===== src/rtl/spi_resp.sv =====
// SPI mode-0 responder: oversamples the SPI pins in the clk100 domain, deserialises
// MOSI into words and serialises fabric-supplied words (or FILL) onto MISO.
module spi_resp #(
    parameter int                DATA_W = 8,
    parameter logic [DATA_W-1:0] FILL   = 8'hFF
) (
    input  logic              clk100,
    input  logic              rstn,
    input  logic              sclk_i,
    input  logic              csn_i,
    input  logic              mosi_i,
    output logic              miso_o,
    input  logic [DATA_W-1:0] tx_data_i,
    input  logic              tx_valid_i,
    output logic              tx_ready_o,
    output logic [DATA_W-1:0] rx_data_o,
    output logic              rx_valid_o,
    output logic              busy_o,
    output logic              underrun_o,
    output logic              frame_err_o
);
    localparam int            CW   = (DATA_W > 1) ? $clog2(DATA_W) : 1;
    localparam logic [CW-1:0] LAST = CW'(DATA_W - 1);

    typedef enum logic {IDLE, ACTIVE} state_t;

    state_t            state, state_n;
    logic [2:0]        sclk_s, csn_s, mosi_s;
    logic [CW-1:0]     cnt;
    logic [DATA_W-1:0] tx_sh, rx_sh, hold, rx_next;
    logic              hold_full;
    logic              sclk_rise, sclk_fall, cs_fall, cs_rise;
    logic              do_load, do_shift, do_sample, do_abort, go_idle, clr_cnt;

    // [0],[1] synchronise, [2] is the edge-detect delay; CS syncs reset to "asserted"
    // so a pin already low at reset release is not mistaken for a new frame start.
    always_ff @(posedge clk100 or negedge rstn) begin
        if (!rstn) begin
            sclk_s <= '0;
            csn_s  <= '0;
            mosi_s <= '0;
        end else begin
            sclk_s <= {sclk_s[1:0], sclk_i};
            csn_s  <= {csn_s[1:0], csn_i};
            mosi_s <= {mosi_s[1:0], mosi_i};
        end
    end

    assign sclk_rise = sclk_s[1] & ~sclk_s[2];
    assign sclk_fall = ~sclk_s[1] & sclk_s[2];
    assign cs_fall   = ~csn_s[1] & csn_s[2];
    assign cs_rise   = csn_s[1] & ~csn_s[2];

    always_ff @(posedge clk100 or negedge rstn) begin
        if (!rstn) state <= IDLE;
        else       state <= state_n;
    end

    always_comb begin
        state_n   = state;
        do_load   = 1'b0;
        do_shift  = 1'b0;
        do_sample = 1'b0;
        do_abort  = 1'b0;
        go_idle   = 1'b0;
        clr_cnt   = 1'b0;
        case (state)
            IDLE: begin
                if (cs_fall) begin
                    state_n = ACTIVE;
                    do_load = 1'b1;
                    clr_cnt = 1'b1;
                end
            end
            ACTIVE: begin
                if (cs_rise) begin
                    state_n  = IDLE;
                    go_idle  = 1'b1;
                    clr_cnt  = 1'b1;
                    do_abort = (cnt != '0);
                end else begin
                    do_sample = sclk_rise;
                    if (sclk_fall) begin
                        do_load  = (cnt == '0);
                        do_shift = (cnt != '0);
                    end
                end
            end
            default: state_n = IDLE;
        endcase
    end

    assign rx_next = {rx_sh[DATA_W-2:0], mosi_s[2]};

    always_ff @(posedge clk100 or negedge rstn) begin
        if (!rstn) begin
            tx_sh       <= '0;
            rx_sh       <= '0;
            hold        <= '0;
            hold_full   <= 1'b0;
            cnt         <= '0;
            rx_data_o   <= '0;
            rx_valid_o  <= 1'b0;
            underrun_o  <= 1'b0;
            frame_err_o <= 1'b0;
        end else begin
            rx_valid_o  <= 1'b0;
            underrun_o  <= 1'b0;
            frame_err_o <= do_abort;
            // Accept only into an empty register, so it can never collide with a
            // load draining a full one; a same-cycle load still sees "empty".
            if (tx_valid_i && !hold_full) begin
                hold      <= tx_data_i;
                hold_full <= 1'b1;
            end
            if (do_load) begin
                if (hold_full) begin
                    tx_sh     <= hold;
                    hold_full <= 1'b0;
                end else begin
                    tx_sh      <= FILL;
                    underrun_o <= 1'b1;
                end
            end else if (do_shift) begin
                tx_sh <= {tx_sh[DATA_W-2:0], 1'b0};
            end else if (go_idle) begin
                tx_sh <= '0;
            end
            if (clr_cnt) begin
                cnt <= '0;
            end else if (do_sample) begin
                rx_sh <= rx_next;
                if (cnt == LAST) begin
                    cnt        <= '0;
                    rx_data_o  <= rx_next;
                    rx_valid_o <= 1'b1;
                end else begin
                    cnt <= cnt + 1'b1;
                end
            end
        end
    end

    assign miso_o     = (state == ACTIVE) ? tx_sh[DATA_W-1] : 1'b0;
    assign busy_o     = (state == ACTIVE);
    assign tx_ready_o = ~hold_full;
endmodule


===== config.mk =====
export PLATFORM = sky130hd
export DESIGN_NAME = spi_resp
export DESIGN_NICKNAME = d
export VERILOG_FILES = /design/src/rtl/spi_resp.sv
export SDC_FILE = /design/constraint.sdc
export NUM_CORES = 1
export LEC_CHECK = 0
export CORE_MARGIN = 4
export CORE_UTILIZATION = 50
export CTS_BUF_LIST = sky130_fd_sc_hd__clkbuf_2 sky130_fd_sc_hd__clkbuf_4 sky130_fd_sc_hd__clkbuf_8
export DETAILED_ROUTE_END_ITERATION = 12
export PLACE_DENSITY = 0.73
export SYNTH_ARGS = -nofsm -noshare
export SYNTH_HDL_FRONTEND = slang
export SYNTH_SLANG_ARGS = --single-unit

===== constraint.sdc =====
create_clock -name clk100 -period 1.51 [get_ports clk100]
set_input_delay 0.151 -clock clk100 [delete_from_list [all_inputs] [get_ports clk100]]
set_output_delay 0.151 -clock clk100 [all_outputs]
set_load 0.02 [all_outputs]

==> results of run 1 <==
-- worst max path at each step --
stage	start	end	slack, ns	depth (start not counted)
after global routing	cnt[0]	tx_sh[7]	-0.09	6
final	csn_s[1]	tx_sh[3]	-0.02	4
after CTS	sclk_s[1]	tx_sh[3]	-0.002	4
after detailed placement	cnt[0]	tx_sh[6]	-0.04	7
after floorplan	busy_o	tx_sh[1]	-0.08	5
after global placement	cnt[0]	tx_sh[6]	-0.02	7
-- kinds of logic (layout without fill, tap and decap cells) --
kind of cell	after synthesis	in the layout	synth area share, %
buf+inv	8	57	2.15
simple gates	51	52	13.9
flops	48	48	62.6
compound gates	22	22	9.98
fa+ha+maj	3	3	1.96
mux	16	16	9.39
-- power by group --
part	leakage (nW)	internal [mW]	switching, mW
sequential	0.599	1.57	0.201
clock	0.0614	0.541	0.417
combinational	0.564	0.403	0.299
total	1.22	2.51	0.917
-- metal layers --
| metal | wire, um | up-vias |
|---|---|---|
| met2 | 1760 | 25 |
| li1 | - | 617 |
| met3 | 134 | 5 |
| met4 | 46 | 0 |
| met5 | 0 | - |
| met1 | 1730 | 660 |
-- state kept, by name, indices dropped and copies added, names as in the netlist --
register and flops:
busy_o 1, underrun_o 1, cnt 3, mosi_s 3
frame_err_o 1, rx_sh 7, rx_valid_o 1, hold 8
hold_full 1, sclk_s 3, tx_sh 8, rx_data_o 8
csn_s 3
-- area by class of cell --
type                            count  area (um^2)
Clock buffer                        6         82.6
Clock inverter                      2         38.8
Fill cell                         291         1170
Inverter                            5         18.8
Multi-Input combinational cell     93          708
Sequential cell                    48         1200
Tap cell                           48         60.1
Timing Repair Buffer               44          409
-- critical path, cell delays in order (launching register included) --
cell,delay [ns]
dfrtp_1,0.42
and2b_2,0.25
o31a_4,0.38
nand2b_4,0.16
o221a_1,0.21
-- repair_timing --
action	4_1_cts	5_1_grt
gates cloned	0	1
endpoints found under the setup margin	10	15
hold endpoints to repair	20	0
buffers inserted	3	0
pin swaps	1	1
hold buffers	1	0
resized for setup	10	4
-- cells in the mapped netlist (all sizes together) --
library cell,instances
o221a,4
buf,2
nand2b,3
a22o,2
and2b,1
nand2,24
o31a,1
nor2b,6
and4b,1
and2,1
o32a,3
nor2,5
o21ai,2
a21o,3
dfrtp,48
or3b,1
nand4b,1
clkbuf,1
inv,5
mux2,16
nor3,1
ha,3
nand3,2
a21oi,3
o21a,4
nand3b,1
and3,4
-- stage by stage --
stage	cell area (um^2)	TNS, ns	setup slack (ns)	utilization [%]
after floorplan	1930	-0.495	-0.0761	-
after global placement	2340	-0.0189	-0.0189	63.5
after detailed placement	2340	-0.0776	-0.0376	63.5
after CTS	2510	-0.00213	-0.00213	68.0
after global routing	2520	-0.597	-0.0927	68.3
final	2520	-0.0469	-0.0180	68.3
-- cell usage in the layout (no fill, tap or decap), types with 2 or more instances in the layout --
master,n
nor2b_1,4
a21o_1,3
ha_1,2
nand2b_1,2
nor2_1,5
dlygate4sd2_1,2
nand3_1,2
o21a_1,4
o21ai_1,2
a22o_1,2
clkbuf_8,6
buf_4,14
dfrtp_1,47
clkdlybuf4s50_1,23
mux2_2,16
nand2_2,2
o32a_1,3
nand2_1,22
and3_1,4
o221a_1,4
inv_1,5
a21oi_2,2
==> metrics, run 1 <==
drt drc 0; total design power ~3.4 mW; power density cells approximately 1400 nW/um^2; CTS tree done; largest net degree at the start of global routing 29; clock-pin slew on the worst setup and hold paths around 0.09 ns; Static Leak 1.22 nW; Slew HR about two thirds; HPWL after DPL 2.67 mm; final setup fails 4; Max Cap Viol 0; period utilization 101%; met1 Use GR about 23%; minimum clock period 1.53 ns; hold path endpoint csn_s[0]; Slew Limit Fails 0; DR vias 1,307; Hold Slack 0.278 ns; Placed Cells around 230; Avg Synthesized Cell Area around 13 um^2; gpl congestion ~0.76; share of cells above drive strength 1 about 28%; top cell type's share of synthesized area 62.6%; r2r startpoint csn_s[1]; GR Util met3 about 4.7%; Initial Util between 50% and 60%; drt total wl 3.66 mm; Setup CP Type register to register; std cell rows 22; first-pass GRT wire length about 6.2 mm; worst slew pin tran about 0.48 ns; Worst Hold Depth 1; reg-to-reg slack, setup -0.02 ns; GRT busiest layer met2; post-synthesis register bit count 48; library cells used by synthesis 31; Die Y ~70 um; initial drt markers 70; Hold WC Path Type input port to register; CTS buffer count 5; GR Overflow Total 0; status complete, but fails checks; Post-Syn Area between 1500 and 2000 um^2; Final #Nets 214; Worst IR Drop VDD around 0.85 mV; Fin. Hold Viols 0; Core ar. around 3700 um^2; worst hold path startpoint csn_i; Mapped Nets 165; RSZ-0062 raised after global routing true; area grow syn2layout 31.4%; Synth area leader dfrtp_1; GR Util met2 between 20% and 30%; CP max FO 4; total track usage 16.3%; Clock Path Buffers 2; Layout Skew roughly 0.008 ns; Seq/Total Area, Yosys a little over three fifths; Synth Instances 148; initial antenna violation count 0; Port Buf Inserts 27; ant diodes 0; 1st-pass router iterations 4; Max H-tree Level 2; CTS Root Cell clkbuf_8; Critical Path Start Type register; WL/cell 14.9 um; WP data required about 1.7 ns; vias per cell ~5.3; final worst setup slack -0.0180 ns; crit path DAT around 1.7 ns; synth warn 0; main area contributors after synthesis dfrtp_1, mux2_2, nand2_1; post-route insts no fill about 250; worst-skew pair later-pin latency 0.30 ns; antenna violation net count after detailed routing 0; Worst R2R Path Depth 4; RR Endpoint tx_sh[3]; DIE AREA between 4000 and 5000 um^2; FMAX 654 MHz; clock sink count 48; vias in the first global route between 1,000 and 1,500; # IOs 28; crit path capture type register; Die Wd 69.9 um; failing checks negative setup slack
Note: power is estimated with default switching activity, not from simulation.
==> inputs of run 2 (changes only) <==
--- a/config.mk
+++ b/config.mk
@@ -5,10 +5,11 @@
 export SDC_FILE = /design/constraint.sdc
 export NUM_CORES = 1
 export LEC_CHECK = 0
-export CORE_MARGIN = 4
+export CORE_MARGIN = 3
 export CORE_UTILIZATION = 50
 export CTS_BUF_LIST = sky130_fd_sc_hd__clkbuf_2 sky130_fd_sc_hd__clkbuf_4 sky130_fd_sc_hd__clkbuf_8
 export DETAILED_ROUTE_END_ITERATION = 12
+export GPL_ROUTABILITY_DRIVEN = 0
 export PLACE_DENSITY = 0.73
 export SYNTH_ARGS = -nofsm -noshare
 export SYNTH_HDL_FRONTEND = slang
==> run 2 against run 1 <==
Against the previous run: clock skew down 0.0043 ns; global-route usage up 1.9 points; critical path depth is 3 higher; utilization grew 7.0 points; the run still ends with negative setup slack left; combinational power up 8.0%; largest power group unchanged; die area decreased by 5.6%; largest cell class unchanged; worst setup slack lost 0.059 ns; sequential share of layout area decreased by 2.4 points; power grew 0.44%; wire length grew 4.7%.
==> metrics, run 2 (same netlist as run 1, synthesis figures left out) <==
status complete, but fails checks; failing checks negative setup slack; Slew HR a little over 80%; drt drc 0; largest net degree at the start of global routing 25; Max H-tree Level 2; fillers about 240; WL/cell 15.1 um; worst-skew pair later-pin latency around 0.3 ns; crit path capture type register; Hold WC Path Type input port to async pin; Worst IR Drop VDD ~0.86 mV; Setup CP Type register to register; CP top delay family compound AO/OA/AOI/OAI gates; Max Cap Viol 0; minimum clock period 1.59 ns; total track usage 18.2%; GR Overflow Total 0; Slew Limit Fails 0; post-route insts no fill 254; CTS Root Cell clkbuf_8; worst slew pin tran 0.283 ns; final core occ between 70% and 80%; CTS tree done; Clock Path Buffers 2; Final #Nets around 220; worst path cell trace inv_2 -> ha_4 -> nand2b_4 -> o31a_4 -> buf_4 -> nor2b_2 -> o32a_1; Hold Slack roughly 0.24 ns; Placed Cells 232; std cell rows 21; DR vias ~1,300; Fin. Hold Viols 0; power density cells ~1300 nW/um^2; # IOs 28; Die Y just under 70 um; pre-CTS setup slack -0.0580 ns; slowest CP cell dfrtp_1; commonest non-fill, non-tap cell in the layout dfrtp_1; 1st-pass router iterations 4; area grow syn2layout 38.2%; vias per cell ~5.2; vias in the first global route about 1,300; Core ar. approximately 3500 um^2; Port Buf Inserts 27; final worst setup slack -0.0767 ns; Max stage delay on crit path between 0.4 and 0.5 ns; Layout Skew about 0.0036 ns; drt total wl roughly 3.8 mm; first-pass GRT wire length between 6 and 7 mm; FMAX approximately 630 MHz; RSZ-0062 raised after global routing true; final setup fails 15; initial antenna violation count 0; DIE AREA about 4600 um^2; CTS buffer count 5; Initial Util between 50% and 60%; crit path DAT between 1.5 and 2 ns; Static Leak 1.28 nW; Die Wd approximately 68 um; initial drt markers between 70 and 80; WP data required ~1.8 ns; antenna violation net count after detailed routing 0; clock sink count 48; HPWL after DPL 2.61 mm; CP bufs+invs 2; biggest regs hold x8, rx_data_o x8, tx_sh x8; ant diodes 0; clock-pin slew on the worst setup and hold paths about 0.090 ns; Sequential cell area approximately 1200 um^2; Critical Path Start Type register; period utilization 105%; area of the multi-input gates around 760 um^2; CP max FO 3; most frequent cells in the layout dfrtp_1, clkdlybuf4s50_1, buf_4, nand2_1, mux2_2; share of cells above drive strength 1 a little over a third
run 2: layer usage:
layer  global-route usage, %  wire (um)  vias up
li1                        -          -      635
met1                    23.6       1700      650
met2                    28.9       1900       33
met3                    5.42        193        7
met4                    6.45         52        0
met5                       0          0        -
run 2: stage by stage:
stage	total power [mW]	instance area [um^2]	TNS, ns
after floorplan	2.17	1930	-0.495
after global placement	2.41	2350	-0.0313
after detailed placement	2.47	2350	-0.300
after CTS	3.37	2500	0
after global routing	3.65	2650	-1.28
final	3.45	2650	-0.545
run 2: area by class of cell:
| class | count | area share (%) |
|---|---|---|
| Timing Repair Buffer | 55 | 18.8 |
| Clock inverter | 3 | 1.60 |
| Inverter | 5 | 0.708 |
| Clock buffer | 5 | 2.60 |
| Multi-Input combinational cell | 92 | 28.7 |
| Sequential cell | 48 | 45.4 |
| Tap cell | 46 | 2.17 |
run 2: report_power, final:
part | total [mW] | internal (mW) | switching (mW)
registers | 1.77 | 1.57 | 0.201
clock network | 0.917 | 0.490 | 0.428
logic | 0.758 | 0.438 | 0.321
run 2: final timing paths:
check	from	to	slack, ns	depth (start not counted)
worst min register to register	sclk_s[0]	sclk_s[1]	0.36	0
max in group asynchronous	rstn	rx_sh[1]	0.78	3
worst max-delay path	cnt[1]	tx_sh[4]	-0.08	7
worst max register to register	cnt[1]	tx_sh[4]	-0.08	7
worst min-delay path	rstn	cnt[0]	0.24	2
min in group clk100	sclk_i	sclk_s[0]	0.28	1
run 2: timing repair:
action,in CTS,in global routing
setup endpoints to repair,10,19
hold buffers,1,0
pin swaps,2,6
setup buffers,3,10
gates resized for setup,9,21
hold endpoints to repair,32,0
==> inputs of run 3 (changes only) <==
==> constraint.sdc (replaced) <==
create_clock -name clk100 -period 1.44 [get_ports clk100]
set_input_delay 0.144 -clock clk100 [delete_from_list [all_inputs] [get_ports clk100]]
set_output_delay 0.144 -clock clk100 [all_outputs]
set_load 0.02 [all_outputs]
==> run 3 against run 2 <==
Against the previous run: critical endpoint is now tx_sh[7]; critical path depth fell by 3; cell count fell by 0.39%; utilization rose by 0.96 points; largest power group unchanged; die area did not move; design area rose by 1.3%; the flow still finishes with violations (negative setup slack); non-clock buffer count fell by 2; clock-buffer cell count rose by 1; sequential share of layout area fell by 0.57 points; register-to-register slack barely moved.
==> metrics, run 3 (same netlist as run 1, synthesis figures left out) <==
slowest CP cell dfrtp_1; HPWL after DPL about 2.6 mm; commonest non-fill, non-tap cell in the layout dfrtp_1; total track usage approximately a fifth; initial drt markers 70; worst path cell trace and2b_2 -> o31a_4 -> nand2b_4 -> o221a_1; RSZ-0062 raised after global routing true; post-route insts no fill approximately 250; initial antenna violation count 0; failing checks negative setup slack; CP max FO 5; GR Overflow Total 0; biggest regs hold x8, rx_data_o x8, tx_sh x8; Die Y a little under 70 um; antenna violation net count after detailed routing 0; drt total wl slightly below 4 mm; Slew HR slightly above 80%; CTS buffer count 5; total design power 3.55 mW; final setup fails 7; Fin. Hold Viols 0; Slew Limit Fails 0; Max Cap Viol 0; WP data required around 1.6 ns; Critical Path Start Type register; Max stage delay on crit path around 0.42 ns; power density cells ~1300 nW/um^2; first-pass GRT wire length roughly 6.4 mm; Clock Path Buffers 2; Hold Slack 0.270 ns; CTS Root Cell clkbuf_8; largest net degree at the start of global routing between 40 and 50; Initial Util a little over half; Setup CP Type register to register; Worst IR Drop VDD between 0.9 and 1 mV; Core ar. approximately 3500 um^2; status complete, but fails checks; Hold WC Path Type input port to register; worst-skew pair later-pin latency 0.31 ns; minimum clock period between 1.5 and 2 ns; crit path capture type register; clock-pin slew on the worst setup and hold paths about 0.080 ns; period utilization 105%; FMAX 663 MHz; Final #Nets ~220; Die Wd 67.9 um; # IOs 28; CTS tree done; Placed Cells ~240; vias per cell roughly 5.2; 1st-pass router iterations 4; Port Buf Inserts 27; clock sink count 48; DR vias 1,313; drt drc 0; crit path DAT around 1.7 ns; Static Leak 1.44 nW; Max H-tree Level 2; ant diodes 0; area grow syn2layout 40.0%; final worst setup slack -0.0682 ns; worst slew pin tran between 0.2 and 0.3 ns; fillers 225; Layout Skew 0.00892 ns; WL/cell 15.7 um; vias in the first global route approximately 1,300; DIE AREA 4620 um^2; most frequent cells in the layout dfrtp_1, nand2_1, buf_4, clkdlybuf4s50_1; share of cells above drive strength 1 34.8%; std cell rows 21
==> run 3: cell count changes in the layout (fill, tap and decap cells not counted), sizes merged, moves of 2 or more <==
cell	delta
buf	-2
clkbuf	+2
clkdlybuf4s50	-7
dlymetal6s2s	+7
==> run 3: power by group <==
part	total [mW]	switching [mW]	internal [mW]
Clock	0.847	0.454	0.393
Combinational	0.841	0.348	0.493
Sequential	1.86	0.212	1.65
Total	3.55	1.01	2.53
==> run 3: per-stage QoR <==
step	worst slack [ns]	utilization, %	TNS, ns	instance area, um^2
after global placement	-0.0722	68.7	-0.391	2420
after CTS	-0.0787	74.2	-0.488	2610
after detailed placement	-0.154	68.7	-0.794	2420
final	-0.0682	76.3	-0.397	2690
after floorplan	-0.146	-	-1.08	1970
after global routing	-0.119	76.3	-0.757	2690
==> run 3: final timing paths <==
kind	to	depth (start not counted)	slack, ns	from
worst min register to register	sclk_s[1]	0	0.35	sclk_s[0]
min in group asynchronous	rx_data_o[3]	3	0.32	rstn
worst max register to register	tx_sh[7]	4	-0.07	csn_s[1]
worst max-delay path	tx_sh[7]	4	-0.07	csn_s[1]
max in group asynchronous	busy_o	3	0.87	rstn
worst min-delay path	csn_s[0]	1	0.27	csn_i
==> run 3: metal layers <==
metal	vias to the layer above	share of wire, %	GRT usage [%]
li1	630	-	-
met1	646	43	22.9
met2	30	51	32.9
met3	7	4.9	5.91
met4	0	1.2	7.20
met5	-	0	0
==> run 3: critical path: cells and delay by family, from the launching register on <==
kind	cells	cell delay (ns)
compound gates	2	0.58
flops	1	0.42
simple gates	2	0.40
==> run 3: final cells by class <==
class	count	area, um^2	area share, %
clock buffers	6	82.6	3.08
clock inverters	2	13.8	0.513
multi-input cells	93	810	30.1
repair buffers	53	500	18.6
flip-flops and latches	48	1200	44.8
well taps	46	57.6	2.14
inverters	5	18.8	0.699
==> run 3: timing repair <==
item,CTS,global route
pin swaps,3,6
gates cloned,1,0
setup endpoints to repair,14,28
setup buffers,5,1
hold buffers,1,0
endpoints found under the hold margin,48,0
gates resized for setup,16,21
